$ cat src/rtl/hazard_scoreboard_pkg.sv
// Shared pipeline definitions for the ID-stage hazard scoreboard.
// Holds the producer record layout and the slot index constants.
package hazard_scoreboard_pkg;

   localparam int REG_BITS  = 3;
   localparam int NUM_SLOTS = 3;

   localparam int EX  = 0;
   localparam int MEM = 1;
   localparam int WB  = 2;

   typedef struct packed {
      logic                v;
      logic [REG_BITS-1:0] rd;
      logic                ld;
   } slot_t;

   // True when a live producer record writes a register that the ID instruction reads.
   function automatic logic src_match(input slot_t               slot,
                                      input logic                rs_used,
                                      input logic [REG_BITS-1:0] rs,
                                      input logic                rt_used,
                                      input logic [REG_BITS-1:0] rt);
      return slot.v & ((rs_used & (rs == slot.rd)) | (rt_used & (rt == slot.rd)));
   endfunction

endpackage

$ cat src/rtl/hazard_slot_reg.sv
// One producer-record pipeline slot: async clear, hold when disabled,
// and optional bubble insertion on load.
module hazard_slot_reg
   import hazard_scoreboard_pkg::*;
(
   input  logic  clk,
   input  logic  rst,
   input  logic  en_i,
   input  logic  bubble_i,
   input  slot_t slot_i,
   output slot_t slot_o
);

   slot_t slot_q;
   slot_t slot_d;

   always_comb begin
      slot_d = slot_q;
      if (en_i) begin
         slot_d = bubble_i ? '0 : slot_i;
      end
   end

   // NOTE: state registers use non-blocking assignments so every slot samples
   // its neighbour's pre-edge value and the records shift by exactly one stage.
   always_ff @(posedge clk or posedge rst) begin
      if (rst) begin
         slot_q <= '0;
      end else begin
         slot_q <= slot_d;
      end
   end

   assign slot_o = slot_q;

endmodule

$ cat src/rtl/hazard_scoreboard.sv
// ID-stage producer tracker and stall generator: ages destination records
// through EX/MEM/WB and stalls when forwarding cannot deliver in time.
module hazard_scoreboard #(
   parameter int REG_BITS = hazard_scoreboard_pkg::REG_BITS,
   parameter int CNT_BITS = 16
) (
   input  logic                clk,
   input  logic                rst,
   input  logic [REG_BITS-1:0] RsId,
   input  logic [REG_BITS-1:0] RtId,
   input  logic                RsUsedId,
   input  logic                RtUsedId,
   input  logic                EarlyUseId,
   input  logic [REG_BITS-1:0] RdId,
   input  logic                RegWriteId,
   input  logic                MemReadId,
   input  logic                ValidId,
   input  logic                Flush,
   input  logic                Freeze,
   output logic                stall,
   output logic [CNT_BITS-1:0] stallCycles
);

   import hazard_scoreboard_pkg::*;

   slot_t slots [NUM_SLOTS];
   slot_t ex_rec;
   logic  ex_bubble;
   logic  match_ex;
   logic  match_mem;

   logic [CNT_BITS-1:0] cnt_q;
   logic [CNT_BITS-1:0] cnt_d;

   assign match_ex  = src_match(slots[EX],  RsUsedId, RsId, RtUsedId, RtId);
   assign match_mem = src_match(slots[MEM], RsUsedId, RsId, RtUsedId, RtId);

   // WB matches never stall: the register file writes before it is read.
   assign stall = ValidId & ((match_ex & slots[EX].ld)
                           | (EarlyUseId & match_ex)
                           | (EarlyUseId & match_mem & slots[MEM].ld));

   assign ex_rec    = '{v: RegWriteId, rd: RdId, ld: MemReadId};
   assign ex_bubble = stall | Flush | ~ValidId;

   hazard_slot_reg u_slot_ex (
      .clk      (clk),
      .rst      (rst),
      .en_i     (~Freeze),
      .bubble_i (ex_bubble),
      .slot_i   (ex_rec),
      .slot_o   (slots[EX])
   );

   hazard_slot_reg u_slot_mem (
      .clk      (clk),
      .rst      (rst),
      .en_i     (~Freeze),
      .bubble_i (1'b0),
      .slot_i   (slots[EX]),
      .slot_o   (slots[MEM])
   );

   hazard_slot_reg u_slot_wb (
      .clk      (clk),
      .rst      (rst),
      .en_i     (~Freeze),
      .bubble_i (1'b0),
      .slot_i   (slots[MEM]),
      .slot_o   (slots[WB])
   );

   // The WB record only retires producers; nothing here consumes its contents.
   logic unused_wb;
   assign unused_wb = ^slots[WB];

   always_comb begin
      cnt_d = cnt_q;
      if (stall && !Freeze && !(&cnt_q)) begin
         cnt_d = cnt_q + CNT_BITS'(1);
      end
   end

   always_ff @(posedge clk or posedge rst) begin
      if (rst) begin
         cnt_q <= '0;
      end else begin
         cnt_q <= cnt_d;
      end
   end

   assign stallCycles = cnt_q;

endmodule

$ cat config.mk
export PLATFORM = sky130hd
export DESIGN_NAME = hazard_scoreboard
export DESIGN_NICKNAME = d
export VERILOG_FILES = /design/src/rtl/hazard_scoreboard_pkg.sv /design/src/rtl/hazard_slot_reg.sv /design/src/rtl/hazard_scoreboard.sv
export SDC_FILE = /design/constraint.sdc
export NUM_CORES = 1
export LEC_CHECK = 0
export CORE_UTILIZATION = 43
export DETAILED_ROUTE_END_ITERATION = 12
export PLACE_DENSITY = 0.71
export SKIP_LAST_GASP = 1
export SLEW_MARGIN = 20
export SYNTH_ARGS = -nofsm -noshare
export SYNTH_HDL_FRONTEND = slang
export SYNTH_SLANG_ARGS = --single-unit
$ cat constraint.sdc
create_clock -name clk -period 1.9 [get_ports clk]
set_clock_uncertainty 0.2 [all_clocks]
set_input_delay 0.19 -clock clk [delete_from_list [all_inputs] [get_ports clk]]
set_output_delay 0.19 -clock clk [all_outputs]
set_load 0.05 [all_outputs]
==> results of run 1 <==
## cell type report
type | count | area, um^2 | share of cell area (%)
Timing Repair Buffer | 78 | 669 | 29.1
Sequential cell | 26 | 671 | 29.2
Multi-Input combinational cell | 85 | 843 | 36.7
Tap cell | 44 | 55.1 | 2.40
Inverter | 2 | 7.51 | 0.327
Clock inverter | 1 | 30.0 | 1.31
Clock buffer | 3 | 22.5 | 0.980
## per-stage QoR
| stage | util [%] | instances | worst slack, ps | total power (W) |
|---|---|---|---|---|
| 2_1_floorplan | - | 116 | -192 | 0.000679 |
| 3_5_place_dp | 67.1 | 229 | -451 | 0.000763 |
| 5_1_grt | 74.7 | 239 | -345 | 0.00120 |
| 6_report | 74.7 | 239 | -239 | 0.00116 |
| 3_3_place_gp | 67.1 | 229 | -405 | 0.000758 |
| 4_1_cts | 72.4 | 237 | -225 | 0.00117 |
## routing by layer
metal	part of all wire, %	wire (um)	global-route usage [%]	up-vias
li1	-	-	-	589
met1	43	1520	27.5	622
met2	52	1830	39.6	27
met3	3.7	132	3.96	7
met4	1.9	68	9.18	0
met5	0	0	0	-
## flip-flops by register name (all words and copies together) (netlist names)
register           count
stallCycles           16
u_slot_ex.slot_o       5
u_slot_mem.slot_o      5
## repair_timing
action / 4_1_cts / 5_1_grt
setup endpoints to repair: 22 / 21
cloned: 0 / 1
pin swaps: 15 / 24
hold buffers: 1 / 0
gates resized for setup: 19 / 8
hold endpoints to repair: 26 / 0
setup buffers: 3 / 2
## worst max-delay path, cell delays in order, from the launching register on
cell and delay [ps]:
dfrtp_1 440, xnor2_1 210, nand4_1 230, a21oi_2 220, o21a_1 170, buf_12 140
## power by group
part | total (W) | internal [W] | switching [W]
registers | 0.000590 | 0.000572 | 0.0000180
logic | 0.000179 | 0.000101 | 0.0000773
clock network | 0.000390 | 0.000214 | 0.000176
total | 0.00116 | 0.000887 | 0.000272
## cell families (layout without fill, tap and decap cells)
kind of cell | after synthesis | in the layout
compound gates | 25 | 25
xor+xnor | 27 | 27
fa+ha+maj | 1 | 1
simple gates | 26 | 26
flops | 26 | 26
buf+inv | 5 | 84
mux | 6 | 6
## how the worst min path moves through the flow
stage / from / to / depth (start not counted)
2_1_floorplan: rst / u_slot_ex.slot_o[0] / 1
3_3_place_gp: u_slot_mem.slot_o[4] / u_slot_mem.slot_o[4] / 1
3_5_place_dp: u_slot_mem.slot_o[0] / u_slot_mem.slot_o[0] / 1
4_1_cts: RdId[2] / u_slot_ex.slot_o[3] / 2
5_1_grt: RdId[2] / u_slot_ex.slot_o[3] / 2
6_report: RdId[2] / u_slot_ex.slot_o[3] / 2
## cell usage in the layout, fill, tap and decap left out, types with 2 or more instances in the layout
| master | netlist | layout |
|---|---|---|
| buf_4 | 1 | 50 |
| xnor2_1 | 27 | 23 |
| clkdlybuf4s50_1 | 0 | 18 |
| dfrtp_2 | 0 | 16 |
| dfrtp_1 | 26 | 10 |
| nand4_1 | 7 | 7 |
| buf_6 | 1 | 7 |
| nand3_1 | 5 | 5 |
| mux2_2 | 5 | 5 |
| a22o_1 | 5 | 5 |
| xnor2_2 | 0 | 4 |
| nor2_1 | 5 | 4 |
| o21ai_2 | 0 | 3 |
| clkbuf_4 | 0 | 3 |
| nor4_4 | 1 | 2 |
| a2111oi_4 | 2 | 2 |
| o2111ai_2 | 0 | 2 |
| nand2_1 | 2 | 2 |
| o21ai_4 | 0 | 2 |
| and4_1 | 2 | 2 |
| o211ai_2 | 3 | 2 |
| and3_1 | 2 | 2 |
| a21oi_2 | 0 | 2 |
| inv_1 | 2 | 2 |
==> summary.txt, run 1 <==
Die X: 59.0 um
Worst-path clk slew: 150 ps
Largest area contributor in the netlist: dfrtp_1
CTS Buffer Depth: 2
FF-to-FF Start: u_slot_ex.slot_o[2]
Cell area after synthesis: 1400 um^2
Vias: 1245
Crit. End Element: output pin
Worst Setup Path Type: register to output pin
Detail Route Antenna Nets: 0
Peak supply drop: 0.433 mV
Gr ovfl total: 0
Initial antenna violation count: 0
FF-to-FF path depth: 6
R2R Setup Slk: -210 ps
Warnings from Yosys: 0
RSZ-0062 raised after global routing: yes
Largest net degree at the start of global routing: 27
Clock Tree Root: clkbuf_4
Hold Crit Class: input pin to register
Seq cells post-synth: 26
# diodes: 0
Sum Neg Setup Slack: -2800 ps
Mux contribution to synthesized area: 4.84%
Rows: 20
Post-Synthesis Net Count: 136
I/O pins: 36
Count leader, synth: xnor2_1
Post-synth EDFFs: 0
Starting DRC count in detailed routing: 33
Top cells by count, synth: xnor2_1, dfrtp_1, nand4_1
CP Data Required Time: 1510 ps
PwrDens: 504 nW/um^2
# fillers: 230
Crit Path Max Fanout: 3
Die Footprint: 3480 um^2
Setup violators final: 17
First-pass GRT wire length: 5.76 mm
TritonCTS Buffers: 3
Most common flop cell mapped by yosys: dfrtp_1
Wirelength per Cell: 14.9 um
Crit path to: stall
Xor and xnor fraction of the mapped netlist area: 17.0%
Total length of routed wires: 3.56 mm
Fraction of the mapped netlist area in simple logic gates: 11.8%
Compound-gate portion of the synthesized area: 16.7%
Area delta synth->final: 64.8%
Status: finished, violations left
CTS tree: built
Leakage power: 1.01 nW
Die Height: 59.0 um
Initial Utilization: 45.3%
Main area contributors after synthesis: dfrtp_1, xnor2_1, mux2_2, a2111oi_4, a22o_1
Fmax: 0.467 GHz
Avg Vias per Cell: 5.21
Critical path startpoint: u_slot_mem.slot_o[2]
DP HPWL: 2.57 mm
Register area share after synthesis: 46.6%
Drt pass-1 iters: 4
Ys async rst share: 100%
Syn_area_per_cell: 12.0 um^2
Yosys top cell area share: 46.6%
Worst-skew pair later-pin latency: 340 ps
Worst slew pin tran: 374 ps
# clock sinks: 26
Cell variety after synth: 28
Vias in the first global route: 1292
Fin nets: 216
Htree depth: 1
Placement Cell Area: 2070 um^2
Final Cell Area: 2300 um^2
Max_slew headroom: 74.9%
Largest family of logic cells by synthesized area: XOR/XNOR gates
Hold Violations, Final: 0
Remaining DRCs: 0
Max Cap Violations: 0
Fraction of final layout cells sized beyond drive strength 1: 55.4%
CP Launch Type: register
Final slew viol count: 0
I/O Buffers: 35
Gr usage total: 22.7%
Routability cong.: 0.854
Reg2reg end: stallCycles[1]
Failing checks: negative setup slack
Std-Cell Core Area: 3080 um^2
Tcrit/Tclk final: 113%
Setup WS post-layout: -239 ps
Minimum clock period: 2140 ps
Min Hold Slack: 238 ps
Arr. time, crit path: 1750 ps
Mapped Cells: 116
Synth Area in Adders: 0.897%
No activity file was read; power rests on OpenSTA's default activity.
==> inputs of run 2 (changes only) <==
--- a/config.mk
+++ b/config.mk
@@ -6,6 +6,7 @@
 export NUM_CORES = 1
 export LEC_CHECK = 0
 export CORE_UTILIZATION = 43
+export CTS_CLUSTER_DIAMETER = 30
 export DETAILED_ROUTE_END_ITERATION = 12
 export PLACE_DENSITY = 0.71
 export SKIP_LAST_GASP = 1
==> results of run 2 <==
The final DEF is identical to that of run 1; final timing and power are the same.
==> inputs of run 3 (changes only) <==
--- a/config.mk
+++ b/config.mk
@@ -5,10 +5,11 @@
 export SDC_FILE = /design/constraint.sdc
 export NUM_CORES = 1
 export LEC_CHECK = 0
-export CORE_UTILIZATION = 43
+export CORE_UTILIZATION = 45
+export CTS_BUF_LIST = sky130_fd_sc_hd__clkbuf_8
 export CTS_CLUSTER_DIAMETER = 30
 export DETAILED_ROUTE_END_ITERATION = 12
-export PLACE_DENSITY = 0.71
+export PLACE_DENSITY = 0.74
 export SKIP_LAST_GASP = 1
 export SLEW_MARGIN = 20
 export SYNTH_ARGS = -nofsm -noshare
==> run 3 against run 2 <==
  * The flow finishes with violations (design-rule violations, negative setup slack)
  * Via count decreased by 3.0%
  * Die area decreased by 4.3%
  * Core utilization increased by 1.2 points
  * Flip-flop and latch count unchanged
  * Maximum frequency decreased by 0.41%
  * Clock power decreased by 6.7%
  * Critical path type is now input pin to register
  * Critical endpoint is now stallCycles[4]
  * Largest cell class unchanged
==> summary.txt, run 3 (same netlist as run 1, synthesis figures left out) <==
Status: finished, violations left
Failing checks: design-rule violations, negative setup slack
Clock Tree Root: clkbuf_8
Max Cap Violations: 0 (unchanged)
CTS Buffer Depth: 2 (unchanged)
Fmax: 0.466 GHz (-0.41%)
Worst Setup Path Type: input pin to register
Fin nets: 208 (-3.7%)
Cells after DPL: 211 (-7.9%)
Sum Neg Setup Slack: -3720 ps (-920 ps)
Hold Crit Class: input pin to async pin
Drt pass-1 iters: 8 (+4)
Vias: 1208 (-3.0%)
# diodes: 0 (unchanged)
Peak supply drop: 0.463 mV (+6.9%)
Pre-CTS WS: -469 ps (-18.1 ps)
# hold bufs at CTS: 0 (-1)
Setup violators final: 22 (+5)
Hold Violations, Final: 0 (unchanged)
Gr usage total: 23.0% (+0.38 points)
Worst slew pin tran: 686 ps (+312 ps)
Min Hold Slack: 58.4 ps (-180 ps)
PwrDens: 524 nW/um^2 (+4.1%)
Starting DRC count in detailed routing: 46 (+39%)
Rows: 19 (-5.0%)
DP HPWL: 2.66 mm (+3.3%)
Total length of routed wires: 3.51 mm (-1.4%)
Worst-path clk slew: 90 ps (-60 ps)
Avg Vias per Cell: 5.54 (+6.4%)
Vias in the first global route: 1276 (-1.2%)
CP Launch Type: input pin
Area of the multi-input gates: 787 um^2 (-6.7%)
Crit. End Element: register
TritonCTS Buffers: 3 (unchanged)
I/O Buffers: 35 (unchanged)
# clock sinks: 26 (unchanged)
Worst-skew pair later-pin latency: 270 ps (-70 ps)
Gr ovfl total: 0 (unchanged)
Arr. time, crit path: 2110 ps (+360 ps)
Reg area: 673 um^2 (+0.37%)
Std-Cell Core Area: 2850 um^2 (-7.3%)
FF-to-FF Start: u_slot_ex.slot_o[1]
Initial antenna violation count: 0 (unchanged)
Area delta synth->final: 55.1%
# fillers: 189 (-18%)
Die X: 57.7 um (-2.2%)
Core Util, Final: 75.8% (+1.2 points)
R2R Setup Slk: -250 ps (-40 ps)
Initial Utilization: 48.9% (+3.6 points)
Die Footprint: 3330 um^2 (-4.3%)
CTS tree: built
Minimum clock period: 2150 ps (+8.73 ps)
Wirelength per Cell: 16.1 um (+8.1%)
Most common cell after layout, fill and taps aside: buf_4
Setup WS post-layout: -248 ps (-8.73 ps)
First-pass GRT wire length: 5.73 mm (-0.59%)
Final slew viol count: 0 (unchanged)
RSZ-0062 raised after global routing: yes
Largest register FFs: 16 (unchanged)
Leakage power: 0.971 nW (-3.4%)
Max_slew headroom: 53.8% (-21 points)
Reg2reg end: stallCycles[4]
Commonest non-fill, non-tap cells in the layout: buf_4, xnor2_1, dfrtp_2
Largest net degree at the start of global routing: 27 (unchanged)
Die Height: 57.7 um (-2.2%)
Crit Path Max Fanout: 14 (+11)
Tcrit/Tclk final: 113% (+0.46 points)
I/O pins: 36 (unchanged)
Detail Route Antenna Nets: 0 (unchanged)
Fraction of final layout cells sized beyond drive strength 1: 51.3% (-4.0 points)
Non-Filler Instances: 218 (-8.8%)
CP Data Required Time: 1860 ps (+350 ps)
Routability cong.: 0.864 (+1.2%)
FF-to-FF path depth: 7 (+1)
Remaining DRCs: 2 (+2)
Htree depth: 1 (unchanged)
run 3: changes by cell type in the layout (fill, tap and decap cells not counted), sizes merged:
| cell | change |
|---|---|
| clkbuf | +1 |
| clkdlybuf4s50 | -1 |
| buf | -7 |
| bufinv | -1 |
| dlymetal6s2s | +1 |
| dlygate4sd3 | -1 |
run 3: area by class of cell:
cell class,count,area share [%]
clock buffer,4,2.54
inverter,2,0.347
multi-input combinational,85,36.4
sequential,26,31.1
tap,31,1.79
timing repair buffer,70,27.8
run 3: repair_timing:
action	in CTS	in global routing
setup endpoints to repair	22	22
buffers inserted	3	0
gates cloned	0	0
pin swaps	4	11
endpoints found under the hold margin	0	0
resized for setup	4	8
run 3: through the flow:
step           power, W  area (um^2)
2_1_floorplan  0.000679         1440
3_3_place_gp   0.000758         2020
3_5_place_dp   0.000765         2020
4_1_cts         0.00113         2120
5_1_grt         0.00117         2160
6_report        0.00113         2160
run 3: worst max-delay path, stage by stage:
cell and delay [ps]:
clkdlybuf4s50_1 540, xnor2_1 150, nand4_1 220, a2111oi_4 480, buf_12 190, o2111ai_1 170
xnor2_1 160
run 3: power breakdown:
group	internal [W]	switching (W)	leakage [nW]
clock network	0.000186	0.000178	0.0288
logic	0.000102	0.0000784	0.614
registers	0.000572	0.0000187	0.328
run 3: worst max path at each step:
stage / start / to / slack (ps) / cells past startpoint
2_1_floorplan: stallCycles[0] / stallCycles[1] / -190 / 6
3_3_place_gp: RsId[1] / stallCycles[15] / -400 / 7
3_5_place_dp: RsId[1] / stallCycles[4] / -470 / 7
4_1_cts: u_slot_mem.slot_o[1] / stallCycles[4] / -250 / 6
5_1_grt: u_slot_ex.slot_o[1] / stallCycles[15] / -350 / 7
6_report: RtId[2] / stallCycles[4] / -250 / 7
run 3: layer usage:
metal  up-vias  GRT usage [%]  share of wire (%)
li1        570              -                  -
met1       597           26.4                 40
met2        34           43.5                 54
met3         7           4.02                4.4
met4         0           7.14                1.6
met5         -              0                  0
